**config.mk**
```make
export PLATFORM = sky130hd
export DESIGN_NAME = light_ramp_scheduler
export DESIGN_NICKNAME = d
export VERILOG_FILES = /design/src/rtl/light_ctrl_pkg.sv /design/src/rtl/light_ramp_scheduler_frame_tick_gen.sv /design/src/rtl/light_ramp_scheduler.sv
export SDC_FILE = /design/constraint.sdc
export NUM_CORES = 1
export LEC_CHECK = 0
export BUFFER_PORTS_ARGS = -buffer_cell sky130_fd_sc_hd__buf_4
export CAP_MARGIN = 20
export CORE_UTILIZATION = 35
export DETAILED_ROUTE_END_ITERATION = 6
export PLACE_DENSITY = 0.58
export SYNTH_ARGS = -nofsm -noshare
export SYNTH_HDL_FRONTEND = slang
export SYNTH_SLANG_ARGS = --single-unit
```
**constraint.sdc**
```tcl
create_clock -name I_clk -period 10 [get_ports I_clk]
set_clock_uncertainty 0.2 [all_clocks]
set_input_delay 1 -clock I_clk [delete_from_list [all_inputs] [get_ports I_clk]]
set_output_delay 1 -clock I_clk [all_outputs]
set_load 0.005 [all_outputs]
```
**src/rtl/light_ctrl_pkg.sv**
```systemverilog
// Shared types and default constants for the light ramp scheduler.
package light_ctrl_pkg;

  localparam int unsigned LEVEL_W_DEF       = 15;
  localparam int unsigned STEP_W_DEF        = 8;
  localparam int unsigned SETTLE_FRAMES_DEF = 2;
  localparam int unsigned SETTLE_CNT_W      = 4;
  localparam logic [14:0] MAX_LEVEL_DEF     = 15'h7FFF;

  typedef enum logic [1:0] {
    ST_IDLE   = 2'd0,
    ST_UP     = 2'd1,
    ST_DOWN   = 2'd2,
    ST_SETTLE = 2'd3
  } ramp_state_e;

endpackage

```
**src/rtl/light_ramp_scheduler_frame_tick_gen.sv**
```systemverilog
// Frame tick generator: registered rising-edge detect on vsync, gated by enable.
// The vsync history resets high so a vsync already high at reset release gives no tick.
module frame_tick_gen (
  input  logic clk_i,
  input  logic rst_ni,
  input  logic vsync_i,
  input  logic enable_i,
  output logic tick_o
);

  logic vsync_q;
  logic tick_q;
  logic tick_d;

  // Edge detect; ticks seen while disabled are dropped here, never queued.
  always_comb begin
    tick_d = vsync_i & ~vsync_q & enable_i;
  end

  // vsync history and one-cycle registered tick.
  always_ff @(posedge clk_i or negedge rst_ni) begin
    if (!rst_ni) begin
      vsync_q <= 1'b1;
      tick_q  <= 1'b0;
    end else begin
      vsync_q <= vsync_i;
      tick_q  <= tick_d;
    end
  end

  assign tick_o = tick_q;

endmodule

```
**src/rtl/light_ramp_scheduler.sv**
```systemverilog
// Ramps the light level toward a handshaken target by one step per frame tick.
// Optional done interrupt: define LIGHT_RAMP_DONE_IRQ_EN.
module light_ramp_scheduler
  import light_ctrl_pkg::*;
#(
  parameter int unsigned          LEVEL_W       = LEVEL_W_DEF,
  parameter int unsigned          STEP_W        = STEP_W_DEF,
  parameter int unsigned          SETTLE_FRAMES = SETTLE_FRAMES_DEF,
  parameter logic [LEVEL_W-1:0]   MAX_LEVEL     = LEVEL_W'(MAX_LEVEL_DEF)
) (
  input  logic               I_clk,
  input  logic               I_rst_n,
  input  logic               I_vsync,
  input  logic               I_enable,
  input  logic               I_tgt_valid,
  output logic               O_tgt_ready,
  input  logic [LEVEL_W-1:0] I_tgt_level,
  input  logic [STEP_W-1:0]  I_step,
  output logic [LEVEL_W-1:0] O_light_level,
  output logic               O_busy,
  output logic [1:0]         O_state
`ifdef LIGHT_RAMP_DONE_IRQ_EN
  ,
  input  logic               I_irq_clr,
  output logic               O_done_irq
`endif
);

  localparam logic [SETTLE_CNT_W-1:0] SETTLE_LOAD = SETTLE_CNT_W'(SETTLE_FRAMES - 1);

  ramp_state_e               state_q, state_d;
  logic [LEVEL_W-1:0]        level_q, level_d;
  logic [LEVEL_W-1:0]        tgt_q, tgt_d;
  logic [STEP_W-1:0]         step_q, step_d;
  logic [SETTLE_CNT_W-1:0]   cnt_q, cnt_d;
  logic                      busy_q, busy_d;
  logic                      ready_q, ready_d;
  logic                      tick_s;
  logic [LEVEL_W-1:0]        tgt_clamp_s;
  logic [LEVEL_W:0]          sum_s;
  logic signed [LEVEL_W:0]   diff_s;

  frame_tick_gen u_tick (
    .clk_i    (I_clk),
    .rst_ni   (I_rst_n),
    .vsync_i  (I_vsync),
    .enable_i (I_enable),
    .tick_o   (tick_s)
  );

  // Arithmetic is one bit wider than the level so neither direction can wrap.
  always_comb begin
    tgt_clamp_s = (I_tgt_level > MAX_LEVEL) ? MAX_LEVEL : I_tgt_level;
    sum_s       = {1'b0, level_q} + {{(LEVEL_W + 1 - STEP_W){1'b0}}, step_q};
    diff_s      = $signed({1'b0, level_q}) - $signed({{(LEVEL_W + 1 - STEP_W){1'b0}}, step_q});
  end

  // Ramp FSM next-state; an accept in IDLE swallows any coincident tick.
  always_comb begin
    state_d = state_q;
    level_d = level_q;
    tgt_d   = tgt_q;
    step_d  = step_q;
    cnt_d   = cnt_q;
    case (state_q)
      ST_IDLE: begin
        if (I_tgt_valid) begin
          tgt_d  = tgt_clamp_s;
          step_d = (I_step == {STEP_W{1'b0}}) ? STEP_W'(1) : I_step;
          if (tgt_clamp_s > level_q) begin
            state_d = ST_UP;
          end else if (tgt_clamp_s < level_q) begin
            state_d = ST_DOWN;
          end else begin
            state_d = ST_IDLE;
          end
        end else begin
          state_d = ST_IDLE;
        end
      end
      ST_UP: begin
        if (tick_s) begin
          if (sum_s >= {1'b0, tgt_q}) begin
            level_d = tgt_q;
            state_d = ST_SETTLE;
            cnt_d   = SETTLE_LOAD;
          end else begin
            level_d = sum_s[LEVEL_W-1:0];
          end
        end else begin
          level_d = level_q;
        end
      end
      ST_DOWN: begin
        if (tick_s) begin
          if (diff_s <= $signed({1'b0, tgt_q})) begin
            level_d = tgt_q;
            state_d = ST_SETTLE;
            cnt_d   = SETTLE_LOAD;
          end else begin
            level_d = diff_s[LEVEL_W-1:0];
          end
        end else begin
          level_d = level_q;
        end
      end
      ST_SETTLE: begin
        if (tick_s) begin
          if (cnt_q == {SETTLE_CNT_W{1'b0}}) begin
            state_d = ST_IDLE;
          end else begin
            cnt_d = cnt_q - SETTLE_CNT_W'(1);
          end
        end else begin
          cnt_d = cnt_q;
        end
      end
      default: begin
        state_d = ST_IDLE;
      end
    endcase
    busy_d  = (state_d != ST_IDLE);
    ready_d = (state_d == ST_IDLE);
  end

  // State and output registers.
  always_ff @(posedge I_clk or negedge I_rst_n) begin
    if (!I_rst_n) begin
      state_q <= ST_IDLE;
      level_q <= {LEVEL_W{1'b0}};
      tgt_q   <= {LEVEL_W{1'b0}};
      step_q  <= STEP_W'(1);
      cnt_q   <= {SETTLE_CNT_W{1'b0}};
      busy_q  <= 1'b0;
      ready_q <= 1'b1;
    end else begin
      state_q <= state_d;
      level_q <= level_d;
      tgt_q   <= tgt_d;
      step_q  <= step_d;
      cnt_q   <= cnt_d;
      busy_q  <= busy_d;
      ready_q <= ready_d;
    end
  end

  assign O_light_level = level_q;
  assign O_state       = state_q;
  assign O_busy        = busy_q;
  assign O_tgt_ready   = ready_q;

`ifdef LIGHT_RAMP_DONE_IRQ_EN
  logic done_irq_q, done_irq_d;

  // Sticky completion flag; a set in the same cycle as a clear wins.
  always_comb begin
    if ((state_q == ST_SETTLE) && (state_d == ST_IDLE)) begin
      done_irq_d = 1'b1;
    end else if (I_irq_clr) begin
      done_irq_d = 1'b0;
    end else begin
      done_irq_d = done_irq_q;
    end
  end

  // Done interrupt register.
  always_ff @(posedge I_clk or negedge I_rst_n) begin
    if (!I_rst_n) begin
      done_irq_q <= 1'b0;
    end else begin
      done_irq_q <= done_irq_d;
    end
  end

  assign O_done_irq = done_irq_q;
`endif

endmodule

```
## After elaboration in Yosys (flattened, before gate mapping)

Index checks and enable logic that the tools add are counted.

| storage, ports and cells | value |
|---|---|
| flip-flop bits (word level) | 48 |
| output and inout port bits | 19 |
| logic and storage cells | 63 |

| cells by class | value |
|---|---|
| $add $sub $neg | 3 |
| order comparisons | 5 |
| equality and inequality tests | 9 |
| muxes and demuxes | 24 |
| bitwise gates (word level) | 3 |
| reduce and logical (&&, ||, !) cells | 10 |

Operators with widths:

| kind | number |
|---|---|
| $mux W15 | 5 |
| $pmux W15 S2 | 1 |
| $mux W4 | 6 |
| $mux W2 | 9 |
| $add A15 B8 Y16 | 1 |
| $ge A16 B15 Y1 | 1 |
| $le A16 B16 Y1 | 1 |
| $sub A15 B8 Y16 | 1 |
| $gt A15 B15 Y1 | 1 |
| $gt A15 B15 Y1 const B | 1 |
| $lt A15 B15 Y1 | 1 |
| $pmux W4 S3 | 1 |
| $logic_not A8 Y1 | 1 |
| $mux W8 | 1 |
| $pmux W2 S4 | 1 |
| $reduce_and A7 Y1 | 1 |
| $ne A2 B1 Y1 const B | 3 |
| $ne A2 B2 Y1 const B | 3 |
| $eq A2 B2 Y1 const B | 2 |
| $logic_not A2 Y1 | 2 |
| $logic_not A4 Y1 | 1 |
| $reduce_bool A2 Y1 | 2 |
| $sub A4 B1 Y4 const B | 1 |
| $reduce_and A3 Y1 | 1 |
| 5 further kinds | 6 |

## Depth between registers and ports, before layout

Gate-level depths: netlist of run 1.

| depth | value |
|---|---|
| word-level depth | 8 |
| gate-level depth with buffers | 20 |

## By module

Synthesis of run 1 repeated with hierarchy kept, for this count alone.

| unflattened totals | value |
|---|---|
| cell total of the unflattened synthesis | 498 |
| area, all modules | 4327.9 µm² |

By module, submodules not included:

| module | times used | cells an instance | area each (µm²) | sequential area each (µm²) |
|---|---|---|---|---|
| light_ramp_scheduler | 1 | 495 | 4267.8 | 1153.6 |
| frame_tick_gen | 1 | 3 | 60.1 | 51.3 |

## Least setup slack after synthesis of run 1

OpenSTA, ideal clock, no wires.

| timing path | value |
|---|---|
| path type | register -> register |
| start point | reg step_q[1] |
| end point | reg level_q[10], in the netlist O_light_level[10] |
| setup time | 0.135 ns |
| arrival time | 3.668 ns |
| path slack | 5.997 ns |
| cell stages (with the launch flop) | 19 |
| path buffers | 2 |
| clock period less this slack | 4.003 ns |
| path through | dfrtp_1 -> inv_1 -> ha_1 -> nor2b_1 -> o31ai_1 -> a21oi_1 -> o21ai_0 -> nand2_1 -> xnor2_1 -> ha_1 -> a211oi_1 -> nor2_1 -> or3_1 -> o22ai_2 -> nor3_2 -> buf_2 -> buf_2 -> a221oi_1 -> o22ai_1 |

| between the ends | value |
|---|---|
| longest elaborated chain between the ends | 5 |
| elaborated cells between the ends (all ways) | 9 |
| classes of those cells | add/sub (2); order compare (2); mux (5) |

Ends and longest elaborated chain:

| element | line | RTL |
|---|---|---|
| start: declaration | light_ramp_scheduler.sv:34 | `logic [STEP_W-1:0] step_q, step_d;` |
| start signal: assignment | light_ramp_scheduler.sv:140 | `step_q <= step_d;` |
| $sub A15 B8 Y16 / $add A15 B8 Y16 (equally long branches) | light_ramp_scheduler.sv:55, light_ramp_scheduler.sv:54 |  |
| $le A16 B16 Y1 / $ge A16 B15 Y1 (equally long branches) | light_ramp_scheduler.sv:96, light_ramp_scheduler.sv:83 |  |
| $mux W15, on equally long branches | light_ramp_scheduler.sv:96, light_ramp_scheduler.sv:83 |  |
| $mux W15, on equally long branches | light_ramp_scheduler.sv:95, light_ramp_scheduler.sv:82 |  |
| $pmux W15 S2 (*) | light_ramp_scheduler.sv:65 | `case (state_q)` |
| end signal: assignment | light_ramp_scheduler.sv:130 | `level_q <= {LEVEL_W{1'b0}};` |
| end signal: assignment | light_ramp_scheduler.sv:138 | `level_q <= level_d;` |
| end: declaration | light_ramp_scheduler.sv:32 | `logic [LEVEL_W-1:0] level_q, level_d;` |

Mark *: on every way between the ends. The rest lies on a longest branch, timed or not. The select of a mux whose other input is x is not followed.
A chain may end at the register's enable or synchronous reset.

## Worst setup path after layout of run 1

| timing path | value |
|---|---|
| start point | reg step_q[1] |
| end point | reg level_q[8], in the netlist O_light_level[8] |

The elaborated chain is that of the path after synthesis.

==> results of run 1 <==
kinds of logic (layout without fill, tap and decap cells):
family,after synthesis,in the layout,share of synthesized area
adder cells (fa/ha/maj),70,70,0.2068
buffers and inverters,79,105,0.07464
AO/OA/AOI/OAI,118,118,0.1859
multiplexers,21,21,0.05489
XOR/XNOR,25,25,0.05083
AND/OR/NAND/NOR,126,126,0.1473
flip-flops,48,48,0.2797
cells in the final DEF, fill, tap and decap left out, types with 4 or more instances in the layout:
cell       count
a211oi_1      12
a21o_1         5
a21oi_1       27
a221oi_1       5
a22o_1         7
a22oi_1        5
buf_4         50
clkbuf_16      5
dfrtp_1       45
ha_1          68
inv_1         46
mux2_2        21
nand2_1       28
nand2b_1       6
nand3_1       13
nand4_1        5
nor2_1        32
nor2b_1       11
nor3_1         9
nor4_1         5
o21ai_0       23
o31ai_1        6
xnor2_1       21
xor2_1         4
stage by stage:
| stage | setup slack [ps] | util |
|---|---|---|
| after global routing | 4715 | 0.4081 |
| after floorplan | 5997 | - |
| after global placement | 5378 | 0.3939 |
| after CTS | 5202 | 0.4081 |
| final | 5190 | 0.4081 |
| after detailed placement | 5246 | 0.3939 |
worst max path at each step:
stage / startpoint / end / slack [ps]
floorplan: step_q[1] / O_light_level[10] / 6000
global placement: O_light_level[0] / O_light_level[10] / 5380
detailed placement: step_q[1] / O_light_level[8] / 5250
CTS: step_q[1] / O_light_level[1] / 5200
global route: step_q[1] / O_light_level[8] / 4720
finish: step_q[1] / O_light_level[8] / 5190
per-layer routing:
metal / part of all wire / GRT usage
met3: 0.034 / 0.02357
met4: 0.020 / 0.05000
met1: 0.49 / 0.2468
met2: 0.46 / 0.2967
met5: 0 / 0
flip-flops by register name, summed over array words and instances, names as in the netlist:
signal,flops
O_tgt_ready,1
tgt_q,15
step_q,8
O_light_level,15
u_tick.tick_o,1
O_state,2
O_busy,1
u_tick.vsync_q,1
cnt_q,4
critical path: stages, from the launching register on:
cell and delay [ps]:
dfrtp_1 450, inv_1 70, ha_1 280, nor2b_1 150, o31ai_1 370, a21oi_1 180
o21ai_0 360, nand2_1 130, xnor2_1 220, ha_1 280, a211oi_1 240, nor2_1 90
or3_1 390, o22ai_2 140, nor3_2 60, nor2_1 710, a221oi_1 190, a22oi_1 200
layout make-up:
class,instances,area share
clock inverter,3,0.009444
inverter,47,0.03599
clock buffer,5,0.02552
multi-input combinational,360,0.5692
timing repair buffer,50,0.07657
sequential,48,0.2458
tap,147,0.03752
==> out/qor.csv, run 1 <==
metric,value,unit
starting DRC count in detailed routing,193,
Max Cap Viol,0,
filler instances,1215,
hold endpoint,u_tick.tick_o,
number of synthesized flops with an enable pin,0,
core footprint,12010,sq um
Seq cells post-synth,48,
Post-CTS Repair Setup Buffers,0,
Mapped Area,4308,sq um
Synth area leaders,"dfrtp_1 26%, ha_1 20%, mux2_2 5.5%",
vias per cell,5.377,
"Design Area, Final",4902,sq um
CTS buffer count,5,
Congestion Overflow GR,0,
final hold slack,283.6,ps
Row Count,40,
Non-Filler Instances,660,
largest net degree at the start of global routing,49,
GRT Resource Usage Total,0.1796,
antenna violations before repair,0,
min cycle time layout,4810,ps
Synth Instances,487,
WS Path Type,flop to flop,
Clock Sink Count,48,
status,finished clean,
worst min path class,flop to flop,
first-pass GRT wire length,18180,um
RSZ-0062 raised after global routing,false,
worst r2r src,step_q[1],
Routed WL,10840,um
H-tree depth,2,
post-detail-place hpwl,8448,um
warnings from Yosys,0,
"Max FO, Critical Path",11,
Die H,112.9,um
Die ar.,12760,sq um
reg2reg setup slack,5190,ps
post-synthesis sequential area ratio,0.2797,
crit end category,flop,
"Distinct cells, synth",54,
CTS max path bufs,2,
root buf cell,clkbuf_16,
Post-CTS Resized,0,
via count of the first global-routing pass,3574,
share of cells above drive strength 1,0.1813,
Initial Util,0.3586,
footprint of the multi-input gates,2790,sq um
GPL Wtd Cong,0.9024,
cells on worst reg2reg path,17,
Sequential Area,1205,sq um
dpl cells,652,
CP startpoint kind,flop,
Final Max Tran Viols,0,
most common cell in the netlist,ha_1,
Diodes inserted,0,
Post-synth ARST share,1.000,
antenna-violating nets left,0,
Post-Syn Area per Cell,8.846,sq um
share of the synthesized area in the top cell type,0.2614,
achievable frequency,207.9,MHz
insertion delay of the later-clocked pin in the worst-skew pair,290,ps
worst hold stages,1,
worst flop-to-flop path endpoint,O_light_level[8],
final setup vio count,0,
DRC,0,
Avg WL per Cell,16.42,um
# hold bufs at CTS,0,
# nets final,610,
Syn Nets,585,
final hold violation count,0,
Worst EP arrival,4820,ps
Post-synth top cells,"68 x ha_1, 46 x inv_1, 45 x dfrtp_1",
crit share post-route,0.4810,
ys flop type,dfrtp_1,
DP Area,4731,sq um
Top Ports,47,
drt first pass iters,5,
worst slew pin tran,928.8,ps
total number of vias,3549,
"Reg clk slew, reported paths",70,ps
Die Wd,112.9,um
Critical Path RT,10010,ps
Worst Min Path Start,u_tick.vsync_q,
Port-buffer cells,46,
Syn-to-layout area delta,13.80,%
leading area contributor after synthesis,dfrtp_1,
relative slew slack,0.3785,
setup_tns,0,ps
TritonCTS clock tree,built,
Power of run 1 is left out: the tool's default activity adds up to more than one toggle a clock period on the data nets, which glitch-free logic cannot reach.
==> run 2, diff against run 1 <==
clock period = 4.7 ns   (was 10 ns; I/O delays follow)
==> out/qor.csv, run 2 (synthesized netlist as in run 1, its figures left out) <==
metric,value,unit,change
status,finished with violations,,was finished clean
failing checks,negative hold slack,,
GPL Wtd Cong,0.8828,,was 0.9024
Crit. Startpoint,O_light_level[0],,was step_q[1]
Congestion Overflow GR,0,,unchanged
GRT Resource Usage Total,0.1895,,was 0.1796
Diodes inserted,0,,unchanged
crit share post-route,0.9572,,was 0.4810
antenna violations before repair,0,,unchanged
antenna-violating nets left,0,,unchanged
post-detail-place hpwl,8795,um,was 8448 um
drt first pass iters,5,,unchanged
final hold violation count,3,,was 0
insertion delay of the later-clocked pin in the worst-skew pair,300,ps,was 290 ps
RSZ-0062 raised after global routing,false,,unchanged
Syn-to-layout area delta,15.25,%,was 13.80%
vias per cell,5.469,,was 5.377
crit end category,flop,,unchanged
share of cells above drive strength 1,0.2058,,was 0.1813
root buf cell,clkbuf_16,,unchanged
Die ar.,12760,sq um,unchanged
worst slew pin tran,643.0,ps,was 928.8 ps
first-pass GRT wire length,18820,um,"was 18,180 um"
Critical Path RT,4740,ps,"was 10,010 ps"
"Max FO, Critical Path",20,,was 11
Initial Util,0.3586,,unchanged
achievable frequency,222.3,MHz,was 207.9 MHz
final setup vio count,0,,unchanged
WS Path Type,flop to flop,,unchanged
Routed WL,11410,um,"was 10,840 um"
core footprint,12010,sq um,unchanged
CP startpoint kind,flop,,unchanged
"Reg clk slew, reported paths",70,ps,about the same
DRC,0,,unchanged
# nets final,617,,was 610
Port-buffer cells,46,,unchanged
largest net degree at the start of global routing,49,,unchanged
min cycle time layout,4499,ps,was 4810 ps
Die Wd,112.9,um,unchanged
# hold bufs at CTS,0,,unchanged
starting DRC count in detailed routing,151,,was 193
relative slew slack,0.5713,,was 0.3785
TritonCTS clock tree,built,,unchanged
final hold slack,-3.693,ps,was 283.6 ps
"commonest non-fill, non-tap cells in the layout","67 x ha_1, 54 x buf_4, 46 x inv_1, 43 x dfrtp_1, 31 x nor2_1",,"was 68 x ha_1, 50 x buf_4, 46 x inv_1, 45 x dfrtp_1, 32 x nor2_1"
Final Max Tran Viols,0,,unchanged
Max Cap Viol,0,,unchanged
Die H,112.9,um,unchanged
Worst EP arrival,4540,ps,was 4820 ps
H-tree depth,2,,unchanged
via count of the first global-routing pass,3724,,"was 3,574"
CTS max path bufs,2,,unchanged
worst r2r src,O_light_level[0],,was step_q[1]
worst min path class,input pin to asynchronous set/reset pin,,was flop to flop
Avg WL per Cell,17.11,um,was 16.42 um
Top Ports,47,,unchanged
filler instances,1226,,"was 1,215"
CTS buffer count,5,,unchanged
Row Count,40,,unchanged
"most common cell after layout, fill and taps aside",ha_1,,unchanged
Clock Sink Count,48,,unchanged
total number of vias,3648,,"was 3,549"
==> run 2: metal layers <==
layer  global-route usage  vias up  share of wire  wire length [um]
met3              0.02785       19          0.032               369
li1                     -     1794              -                 -
met1               0.2534     1762           0.48              5424
met2               0.3169       73           0.47              5386
met5                    0        -              0                 0
met4              0.05789        0          0.020               233
==> run 2: metrics by stage <==
stage | TNS, ps | util | instance area (sq um) | std cells | worst slack [ps]
floorplan | 0 | - | 4308 | 487 | 697.3
global placement | 0 | 0.3970 | 4768 | 657 | 61.56
detailed placement | -44.82 | 0.3970 | 4768 | 657 | -28.40
CTS | 0 | 0.4086 | 4908 | 665 | 28.08
global route | 0 | 0.4133 | 4965 | 667 | 2.891
finish | 0 | 0.4133 | 4965 | 667 | 200.9
==> run 2: cell type report <==
cell class / count / area, sq um / area share
clock buffers: 7 / 132.6 / 0.02671
clock inverters: 1 / 5.005 / 0.001008
inverters: 47 / 176.4 / 0.03553
multi-input cells: 360 / 2826 / 0.5693
flip-flops and latches: 48 / 1207 / 0.2432
well taps: 147 / 183.9 / 0.03705
repair buffers: 57 / 432.9 / 0.08720
==> run 2: worst max-delay path, stage by stage (launching register included) <==
cell,delay [ps]
dfrtp_1,360
inv_1,50
ha_1,230
fa_2,390
nor2b_4,130
o2111ai_2,140
a31oi_1,220
buf_4,170
nor2_1,60
xnor2_1,250
ha_1,310
a21oi_2,160
nand2_1,100
or3_1,380
o22ai_2,200
nor3_2,80
buf_6,180
a211o_4,310
or4_1,410
nand3_1,90
==> run 2: what timing repair did <==
item	CTS	global route
setup endpoints to repair	8	16
gates resized for setup	1	13
cloned	0	1
pin swaps	0	4
buffers inserted	0	1
==> run 2: final timing paths <==
check,endpoint,slack (ps),cells past startpoint
min in group I_clk,u_tick.vsync_q,80,1
min,tgt_q[9],-4,1
max,cnt_q[3],200,19
max in group asynchronous,O_light_level[1],3850,1
min reg2reg,u_tick.tick_o,280,1
max reg2reg,cnt_q[3],200,19
Power of run 2 is left out for the same reason.
==> run 3, diff against run 2 <==
CORE_UTILIZATION = 50   (was 35)
PLACE_DENSITY = 0.71   (was 0.58)
==> out/qor.csv, run 3 (synthesized netlist as in run 1, its figures left out) <==
metric,value,unit,change
status,finished clean,,was finished with violations
Bufs and invs on worst path,2,,was 3
Worst path most repeated cell,ha_1,,unchanged
Die Wd,94.82,um,was 112.9 um
Die H,94.82,um,was 112.9 um
Crit path max-delay family,simple AND/OR/NAND/NOR gates,,unchanged
CP startpoint kind,flop,,unchanged
GRT Resource Usage Total,0.2515,,was 0.1895
Congestion Overflow GR,0,,unchanged
Worst EP arrival,4560,ps,was 4540 ps
DP Area,4693,sq um,was 4768 sq um
CTS max path bufs,2,,unchanged
starting DRC count in detailed routing,180,,was 151
relative slew slack,0.5774,,was 0.5713
insertion delay of the later-clocked pin in the worst-skew pair,310,ps,was 300 ps
Initial Util,0.5217,,was 0.3586
core footprint,8258,sq um,"was 12,010 sq um"
Row Count,33,,was 40
vias per cell,5.774,,was 5.469
TritonCTS clock tree,built,,unchanged
crit end category,flop,,unchanged
GPL Wtd Cong,0.9155,,was 0.8828
antenna violations before repair,0,,unchanged
DRC,0,,unchanged
via count of the first global-routing pass,3526,,"was 3,724"
Max Cap Viol,0,,unchanged
Final Max Tran Viols,0,,unchanged
total number of vias,3603,,"was 3,648"
post-detail-place hpwl,8300,um,was 8795 um
largest net degree at the start of global routing,49,,unchanged
Port-buffer cells,46,,unchanged
worst hold stages,1,,
Avg WL per Cell,17.01,um,was 17.11 um
Die ar.,8991,sq um,"was 12,760 sq um"
Syn-to-layout area delta,13.30,%,was 15.25%
Critical Path RT,4750,ps,was 4740 ps
setup_tns,0,ps,unchanged
filler instances,754,,"was 1,226"
final hold violation count,0,,was 3
Worst Min Path Start,I_vsync,,
crit path cell chain,inv_1 -> ha_1 -> fa_1 -> nor2b_1 -> o2111ai_2 -> a31oi_4 -> nor2_1 -> xnor2_1 -> ha_1 -> a21oi_1 -> nand2_1 -> or3_1 -> o22ai_2 -> nor3_2 -> buf_4 -> a211o_4 -> or4_1 -> nand3_1,,was inv_1 -> ha_1 -> fa_2 -> nor2b_4 -> o2111ai_2 -> a31oi_1 -> buf_4 -> nor2_1 -> xnor2_1 -> ha_1 -> a21oi_2 -> nand2_1 -> or3_1 -> o22ai_2 -> nor3_2 -> buf_6 -> a211o_4 -> or4_1 -> nand3_1
root buf cell,clkbuf_8,,was clkbuf_16
worst flop-to-flop path endpoint,cnt_q[3],,unchanged
min cycle time layout,4509,ps,was 4499 ps
Clock Sink Count,48,,unchanged
antenna-violating nets left,0,,unchanged
CTS buffer count,5,,unchanged
reg2reg setup slack,190,ps,was 200 ps
crit share post-route,0.9595,,was 0.9572
"most common cell after layout, fill and taps aside",ha_1,,unchanged
drt first pass iters,5,,unchanged
H-tree depth,2,,unchanged
Routed WL,10620,um,"was 11,410 um"
"commonest non-fill, non-tap cells in the layout","68 x ha_1, 53 x buf_4, 46 x inv_1, 45 x dfrtp_1, 31 x nor2_1",,"was 67 x ha_1, 54 x buf_4, 46 x inv_1, 43 x dfrtp_1, 31 x nor2_1"
worst min path class,input pin to flop,,was input pin to asynchronous set/reset pin
CP max-delay cell,fa_1,,was or4_1
worst slew pin tran,633.9,ps,was 643.0 ps
final setup vio count,0,,unchanged
achievable frequency,221.8,MHz,was 222.3 MHz
hold endpoint,u_tick.vsync_q,,
first-pass GRT wire length,17280,um,"was 18,820 um"
"Max FO, Critical Path",20,,unchanged
# nets final,616,,was 617
cells on worst reg2reg path,18,,was 19
"Reg clk slew, reported paths",90,ps,was 70 ps
WS Path Type,flop to flop,,unchanged
Top Ports,47,,unchanged
Diodes inserted,0,,unchanged
"Design Area, Final",4881,sq um,was 4965 sq um
share of cells above drive strength 1,0.1965,,was 0.2058
worst r2r src,O_light_level[0],,unchanged
CP max stage delay,410,ps,about the same
[run 3: metrics by stage]
stage / hold WS, ps / setup WS [ps] / util / cells
4_1_cts: 64.61 / 4.838 / 0.5824 / 621
3_5_place_dp: 270.4 / 51.30 / 0.5683 / 612
2_1_floorplan: -25.59 / 697.3 / - / 487
6_report: 70.58 / 190.6 / 0.5911 / 624
3_3_place_gp: 260.9 / 255.1 / 0.5683 / 612
5_1_grt: 53.37 / -20.49 / 0.5911 / 624
[run 3: area by class of cell]
cell class | count | area [sq um] | area share
multi-input combinational | 360 | 2828 | 0.5793
tap | 105 | 131.4 | 0.02692
timing repair buffer | 56 | 434.2 | 0.08895
clock inverter | 1 | 30.03 | 0.006152
sequential | 48 | 1205 | 0.2469
inverter | 47 | 176.4 | 0.03614
clock buffer | 7 | 76.32 | 0.01564
[run 3: how the worst max path moves through the flow]
stage,slack [ps],cells after the start,start,end
after floorplan,700,18,step_q[1],O_light_level[10]
after global placement,260,17,O_light_level[0],O_light_level[2]
after detailed placement,50,17,O_light_level[0],O_light_level[2]
after CTS,5,17,O_light_level[0],O_light_level[2]
after global routing,-20,18,O_light_level[0],cnt_q[3]
final,190,18,O_light_level[0],cnt_q[3]
[run 3: per-layer routing]
layer | GRT usage | vias to the layer above | part of all wire
met1 | 0.3259 | 1704 | 0.46
met5 | 0 | - | 0
met4 | 0.07828 | 0 | 0.022
met3 | 0.03704 | 23 | 0.044
li1 | - | 1778 | -
met2 | 0.4293 | 98 | 0.47
[run 3: timing repair]
action / 4_1_cts / 5_1_grt
hold endpoints to repair: 11 / 0
resized for setup: 0 / 10
setup endpoints to repair: 0 / 13
hold buffers: 1 / 0
buffers inserted: 0 / 2
Power of run 3 is left out for the same reason.
